### src/rtl/add_serial_ctrl.sv
// Purpose : sequencer and result collector for the bit-serial adder add_serial.
// Latency : op accepted at edge N -> res_valid after edge N+LAT+3 (idle, empty FIFO); one op per LAT+4 cycles.
// Backpressure: op_ready = !full; a held result stalls the FSM in CAPTURE while the adder holds its sum.
//
// Ports:
//   clk, rst             clock (rising edge) and async active-high reset, shared with the adder
//   op_valid/op_ready    operand stream in, op_a/op_b operands
//   add_en/add_a/add_b   adder enable (polarity by EN_ACTIVE_LOW) and pre-masked operands
//   add_out              adder parallel result
//   res_valid/res_ready  result stream out, res_sum = (op_a + op_b) mod 2^WIDTH
//   busy                 FSM not idle
module add_serial_ctrl #(
   parameter int               WIDTH         = 8,
   parameter int               DEPTH         = 2,
   parameter int               LAT           = 8,
   parameter bit               EN_ACTIVE_LOW = 1'b1,
   parameter logic [WIDTH-1:0] A_MASK        = 8'hA9,
   parameter logic [WIDTH-1:0] B_MASK        = 8'h51
) (
   input  logic             clk,
   input  logic             rst,
   input  logic             op_valid,
   output logic             op_ready,
   input  logic [WIDTH-1:0] op_a,
   input  logic [WIDTH-1:0] op_b,
   output logic             add_en,
   output logic [WIDTH-1:0] add_a,
   output logic [WIDTH-1:0] add_b,
   input  logic [WIDTH-1:0] add_out,
   output logic             res_valid,
   input  logic             res_ready,
   output logic [WIDTH-1:0] res_sum,
   output logic             busy
);

   localparam int AW = $clog2(DEPTH);
   localparam int CW = (LAT > 1) ? $clog2(LAT) : 1;

   localparam logic EN_ON  = EN_ACTIVE_LOW ? 1'b0 : 1'b1;
   localparam logic EN_OFF = ~EN_ON;

   localparam logic [AW:0]   PTR_ONE  = 1;
   localparam logic [CW-1:0] CNT_ONE  = 1;
   localparam logic [CW-1:0] CNT_INIT = CW'(LAT - 1);

   typedef enum logic [2:0] {
      S_IDLE,
      S_LAUNCH,
      S_WAIT,
      S_CAPTURE,
      S_RELEASE
   } state_t;

   state_t state;

   // ------------------------------------------------------------------
   // Operand FIFO. Pointers carry one extra wrap bit so full and empty
   // are distinguishable with DEPTH a power of two.
   // ------------------------------------------------------------------
   logic [WIDTH-1:0] mem_a [DEPTH];
   logic [WIDTH-1:0] mem_b [DEPTH];
   logic [AW:0]      wr_ptr;
   logic [AW:0]      rd_ptr;
   logic             fifo_empty;
   logic             fifo_full;
   logic             push;

   assign fifo_empty = (wr_ptr == rd_ptr);
   assign fifo_full  = (wr_ptr[AW] != rd_ptr[AW]) &&
                       (wr_ptr[AW-1:0] == rd_ptr[AW-1:0]);
   assign op_ready   = ~fifo_full;
   assign push       = op_valid & op_ready;

   // Storage needs no reset: an entry is only read after it was written.
   always_ff @(posedge clk) begin
      if (push) begin
         mem_a[wr_ptr[AW-1:0]] <= op_a;
         mem_b[wr_ptr[AW-1:0]] <= op_b;
      end
   end

   always_ff @(posedge clk or posedge rst) begin
      if (rst) begin
         wr_ptr <= '0;
      end else if (push) begin
         wr_ptr <= wr_ptr + PTR_ONE;
      end
   end

   // ------------------------------------------------------------------
   // Sequencer. The read pointer lives here because the pop is the
   // IDLE -> LAUNCH transition itself.
   // ------------------------------------------------------------------
   logic [CW-1:0] cnt;

   assign busy = (state != S_IDLE);

   always_ff @(posedge clk or posedge rst) begin
      if (rst) begin
         state     <= S_IDLE;
         rd_ptr    <= '0;
         cnt       <= '0;
         add_en    <= EN_OFF;
         add_a     <= '0;
         add_b     <= '0;
         res_valid <= 1'b0;
         res_sum   <= '0;
      end else begin
         // Accepted result drops; a CAPTURE reload below overrides this.
         if (res_valid && res_ready) begin
            res_valid <= 1'b0;
         end

         case (state)
            S_IDLE: begin
               if (!fifo_empty) begin
                  // Pre-invert the bits the adder inverts so it sums true operands.
                  add_a  <= mem_a[rd_ptr[AW-1:0]] ^ A_MASK;
                  add_b  <= mem_b[rd_ptr[AW-1:0]] ^ B_MASK;
                  rd_ptr <= rd_ptr + PTR_ONE;
                  add_en <= EN_ON;
                  state  <= S_LAUNCH;
               end
            end

            S_LAUNCH: begin
               // The adder samples add_a/add_b at the end of this cycle.
               add_en <= EN_OFF;
               cnt    <= CNT_INIT;
               state  <= S_WAIT;
            end

            S_WAIT: begin
               if (cnt == '0) begin
                  state <= S_CAPTURE;
               end else begin
                  cnt <= cnt - CNT_ONE;
               end
            end

            S_CAPTURE: begin
               // The adder holds its sum while done, so waiting here for the
               // output register to free up loses nothing.
               if (!res_valid || res_ready) begin
                  res_sum   <= add_out;
                  res_valid <= 1'b1;
                  add_en    <= EN_ON;
                  state     <= S_RELEASE;
               end
            end

            S_RELEASE: begin
               // Enable pulse in this cycle returns the adder to idle.
               add_en <= EN_OFF;
               state  <= S_IDLE;
            end

            default: begin
               add_en <= EN_OFF;
               state  <= S_IDLE;
            end
         endcase
      end
   end

endmodule

### config.mk
export PLATFORM = sky130hd
export DESIGN_NAME = add_serial_ctrl
export DESIGN_NICKNAME = d
export VERILOG_FILES = /design/src/rtl/add_serial_ctrl.sv
export SDC_FILE = /design/constraint.sdc
export NUM_CORES = 1
export LEC_CHECK = 0
export ABC_CLOCK_PERIOD_IN_PS = 2400
export CAP_MARGIN = 15
export CORE_MARGIN = 2
export CORE_UTILIZATION = 53
export CTS_BUF_LIST = sky130_fd_sc_hd__clkbuf_8
export DETAILED_ROUTE_END_ITERATION = 7
export GPL_TIMING_DRIVEN = 0
export PLACE_DENSITY_LB_ADDON = 0.05
export SETUP_SLACK_MARGIN = 0.02
export SYNTH_ARGS = -nofsm -noshare
export SYNTH_HDL_FRONTEND = slang
export SYNTH_SLANG_ARGS = --single-unit
### constraint.sdc
create_clock -name clk -period 2.4 [get_ports clk]
set_input_delay 0.36 -clock clk [delete_from_list [all_inputs] [get_ports clk]]
set_output_delay 0.36 -clock clk [all_outputs]
set_load 0.005 [all_outputs]
==> metrics, run 1 <==
outcome=completed; CP required=2.04 ns; nets=279; total wire length=approximately 4600 um; grt ovf=0; dominant cell type by area after synthesis=edfxtp_1; Crit Path Class=flip-flop to output port; Primary FF master, synth=dfrtp_1; antenna cells=0; CP max stage delay=between 0.5 and 0.6 ns; RSZ-0062 raised after global routing=false; R2R Path End=mem_b[0][3]$_DFFE_PP_; drt first pass iters=4; CTS Buf Count=9; Vias/cell=4.93; R2R Path Start=rd_ptr[0]$_DFFE_PP0P_; R2R Setup Slk=0.29 ns; sequential area share after synthesis=68.8%; fmax=455 MHz; Max Cap Viol=0; total clock sinks=68; fin cells=about 320; H-tree Lvls=3; Root Driver=clkbuf_8; vias in the first global route=1601; Switching Share=about a third; Synthesized Nets=211; initial antenna violation count=0; Reg2Reg Depth=6; Cell Rows=26; Mean Syn Cell Area=15.0 um^2; top cells by area, synth=edfxtp_1 (36%), dfrtp_1 (32%), mux2_2 (6.7%); GPL Wtd Cong=0.844; CP startpoint kind=flip-flop; share of cells above drive strength 1=22.4%; Post-synth EDFFs=32; total vias in the final route=about 1600; HP Class=primary input to async pin; max-slew violations=0; Worst-path clk slew=around 0.07 ns; CP delay by family, top=buffers and inverters; Post-CTS Setup Bufs=0; gr usage total=roughly 18%; largest net degree at the start of global routing=21; post-route setup slack=0.203 ns; Power, Total=4.90 mW; Worst Hold Slack=0.459 ns; PwrDens=1380 nW/um^2; P_int=between 3 and 4 mW; die height=75.5 um; TritonCTS clock tree=built; Fin. Hold Viols=0; HPWL Detailed=3270 um; min Tclk post-route=2.20 ns; number of synthesized register bits=68; Rel. slew slack=about 46%; Final setup viols=0; Mapped Cells=181; cell total after placement=~310; Starting Density=between 50% and 60%; Comb pwr share=~43%; clk buf depth=2; Synth warnings=0; drt drc=0; area grow syn2layout=31.6%; CP Capture Type=output port; Worst Tran Pin Value=about 0.8 ns; slowest CP cell=clkdlybuf4s50_1; hold_buf cts=0; Leakage=roughly 1.4 nW; Die ar.=5690 um^2; Worst Clk Skew=0.00473 ns; worst path bufs/invs=2; CTS resizes=0; fin crit share=91.5%; part of the power in registers=39.7%; VDD IR max=0.722 mV; Setup WS pre-CTS=0.260 ns; crit path cell chain=buf_4, xor2_2, nand2b_1, clkdlybuf4s50_1; area fraction of the dominant cell type after synthesis=35.5%; first-pass GRT wire length=~7100 um; Clk pwr share=17.5%; Worst EP arrival=1.84 ns; Synth cell types=35; Die X=75.5 um; core region area=about 5000 um^2; Clock Latency Late Sink=0.33 ns; I/O Buffers=55; routed length per instance=about 14 um; FFs w/ async S/R, synth=52.9%; Crit Path Max Fanout=10; initial DRC count=51; antenna-violating nets left=0; mapped cell area=roughly 2700 um^2; Switch Pwr=approximately 1.6 mW; number of I/O pins=56
-- worst register-to-register path: stages, from the launching register on --
cell and delay (ns):
dfrtp_1 0.37, buf_4 0.18, xor2_2 0.25, nand2b_1 0.19
nand2_1 0.09, nor2_1 0.43, buf_4 0.29
-- metrics by stage --
step                      util, %  area (um^2)  TNS [ns]
final                        71.1         3560         0
after floorplan                 -         2710         0
after global routing         71.1         3560         0
after detailed placement     67.5         3380         0
after CTS                    71.1         3560         0
after global placement       66.8         3340    -0.991
-- layer usage --
layer / track usage [%] / wire length, um / vias to the layer above
met4: 10.7 / 63 / 0
met2: 30.7 / 2520 / 38
met1: 19.1 / 1770 / 777
li1: - / - / 778
met3: 5.69 / 223 / 5
met5: 0 / 0 / -
-- registers in the layout, summed over array words and instances (netlist names) --
register	cells
add_b	8
mem_b	16
add_a	8
rd_ptr	2
cnt	3
res_sum	8
state	3
mem_a	16
add_en	1
res_valid	1
wr_ptr	2
-- layout make-up --
type,instances,area [um^2]
flip-flops and latches,68,1860
fillers,353,1450
multi-input cells,100,763
repair buffers,57,586
clock buffers,9,124
well taps,70,87.6
plain buffers,8,61.3
clock inverters,7,57.6
inverters,5,18.8
-- worst max path at each step --
stage                                     start  depth (start not counted)  slack (ns)                    end
final                     rd_ptr[0]$_DFFE_PP0P_                          4        0.20               op_ready
after global routing      rd_ptr[0]$_DFFE_PP0P_                          4        0.12               op_ready
after CTS                 rd_ptr[0]$_DFFE_PP0P_                          4        0.17               op_ready
after detailed placement  rd_ptr[0]$_DFFE_PP0P_                          6        0.26  mem_a[0][2]$_DFFE_PP_
after global placement    rd_ptr[0]$_DFFE_PP0P_                          5       -0.06  mem_a[0][2]$_DFFE_PP_
after floorplan           rd_ptr[0]$_DFFE_PP0P_                          5        0.31  mem_a[0][0]$_DFFE_PP_
-- synthesized netlist by cell type, types with 3 or more instances --
library cell / count
mux2_2: 16
o21ai_0: 5
inv_1: 5
mux2i_1: 9
buf_6: 3
o21ai_2: 13
nor2_1: 6
edfxtp_1: 32
xor2_1: 3
nand2_1: 20
dfrtp_1: 35
-- placed cells by master, fill, tap and decap left out, types with 3 or more instances in the layout --
master,instances
nor2_1,6
clkinv_2,4
o21ai_0,5
dfrtp_1,35
mux2i_1,9
nand2_1,20
o21ai_2,13
edfxtp_1,32
clkdlybuf4s50_1,55
mux2_2,16
xor2_1,3
inv_1,5
clkbuf_8,9
buf_4,3
buf_6,3
-- kinds of logic (layout without fill, tap and decap cells) --
| kind of cell | Yosys count | count (layout) | synth area share [%] |
|---|---|---|---|
| AOI/OAI and AO/OA | 28 | 28 | 8.14 |
| xor gates and xnor gates | 6 | 6 | 2.50 |
| adders and majority gates | 2 | 2 | 0.924 |
| buffers and inverters | 13 | 86 | 2.96 |
| DFF | 68 | 68 | 68.8 |
| muxes | 25 | 25 | 9.99 |
| and+or+nand+nor | 39 | 39 | 6.66 |
-- power groups by stage --
stage	clock, mW	combinational (mW)	sequential [mW]
after floorplan	0	1.30	1.96
after global placement	0	2.03	1.95
after detailed placement	0	2.12	1.97
after CTS	0.880	2.14	1.95
after global routing	0.941	2.33	1.99
final	0.857	2.10	1.95
Note: power is estimated with default switching activity, not from simulation.
==> run 2: changes to the inputs <==
- SKIP_CTS_REPAIR_TIMING: default -> 1
==> results of run 2 <==
The final DEF is identical to that of run 1; final timing and power are the same.
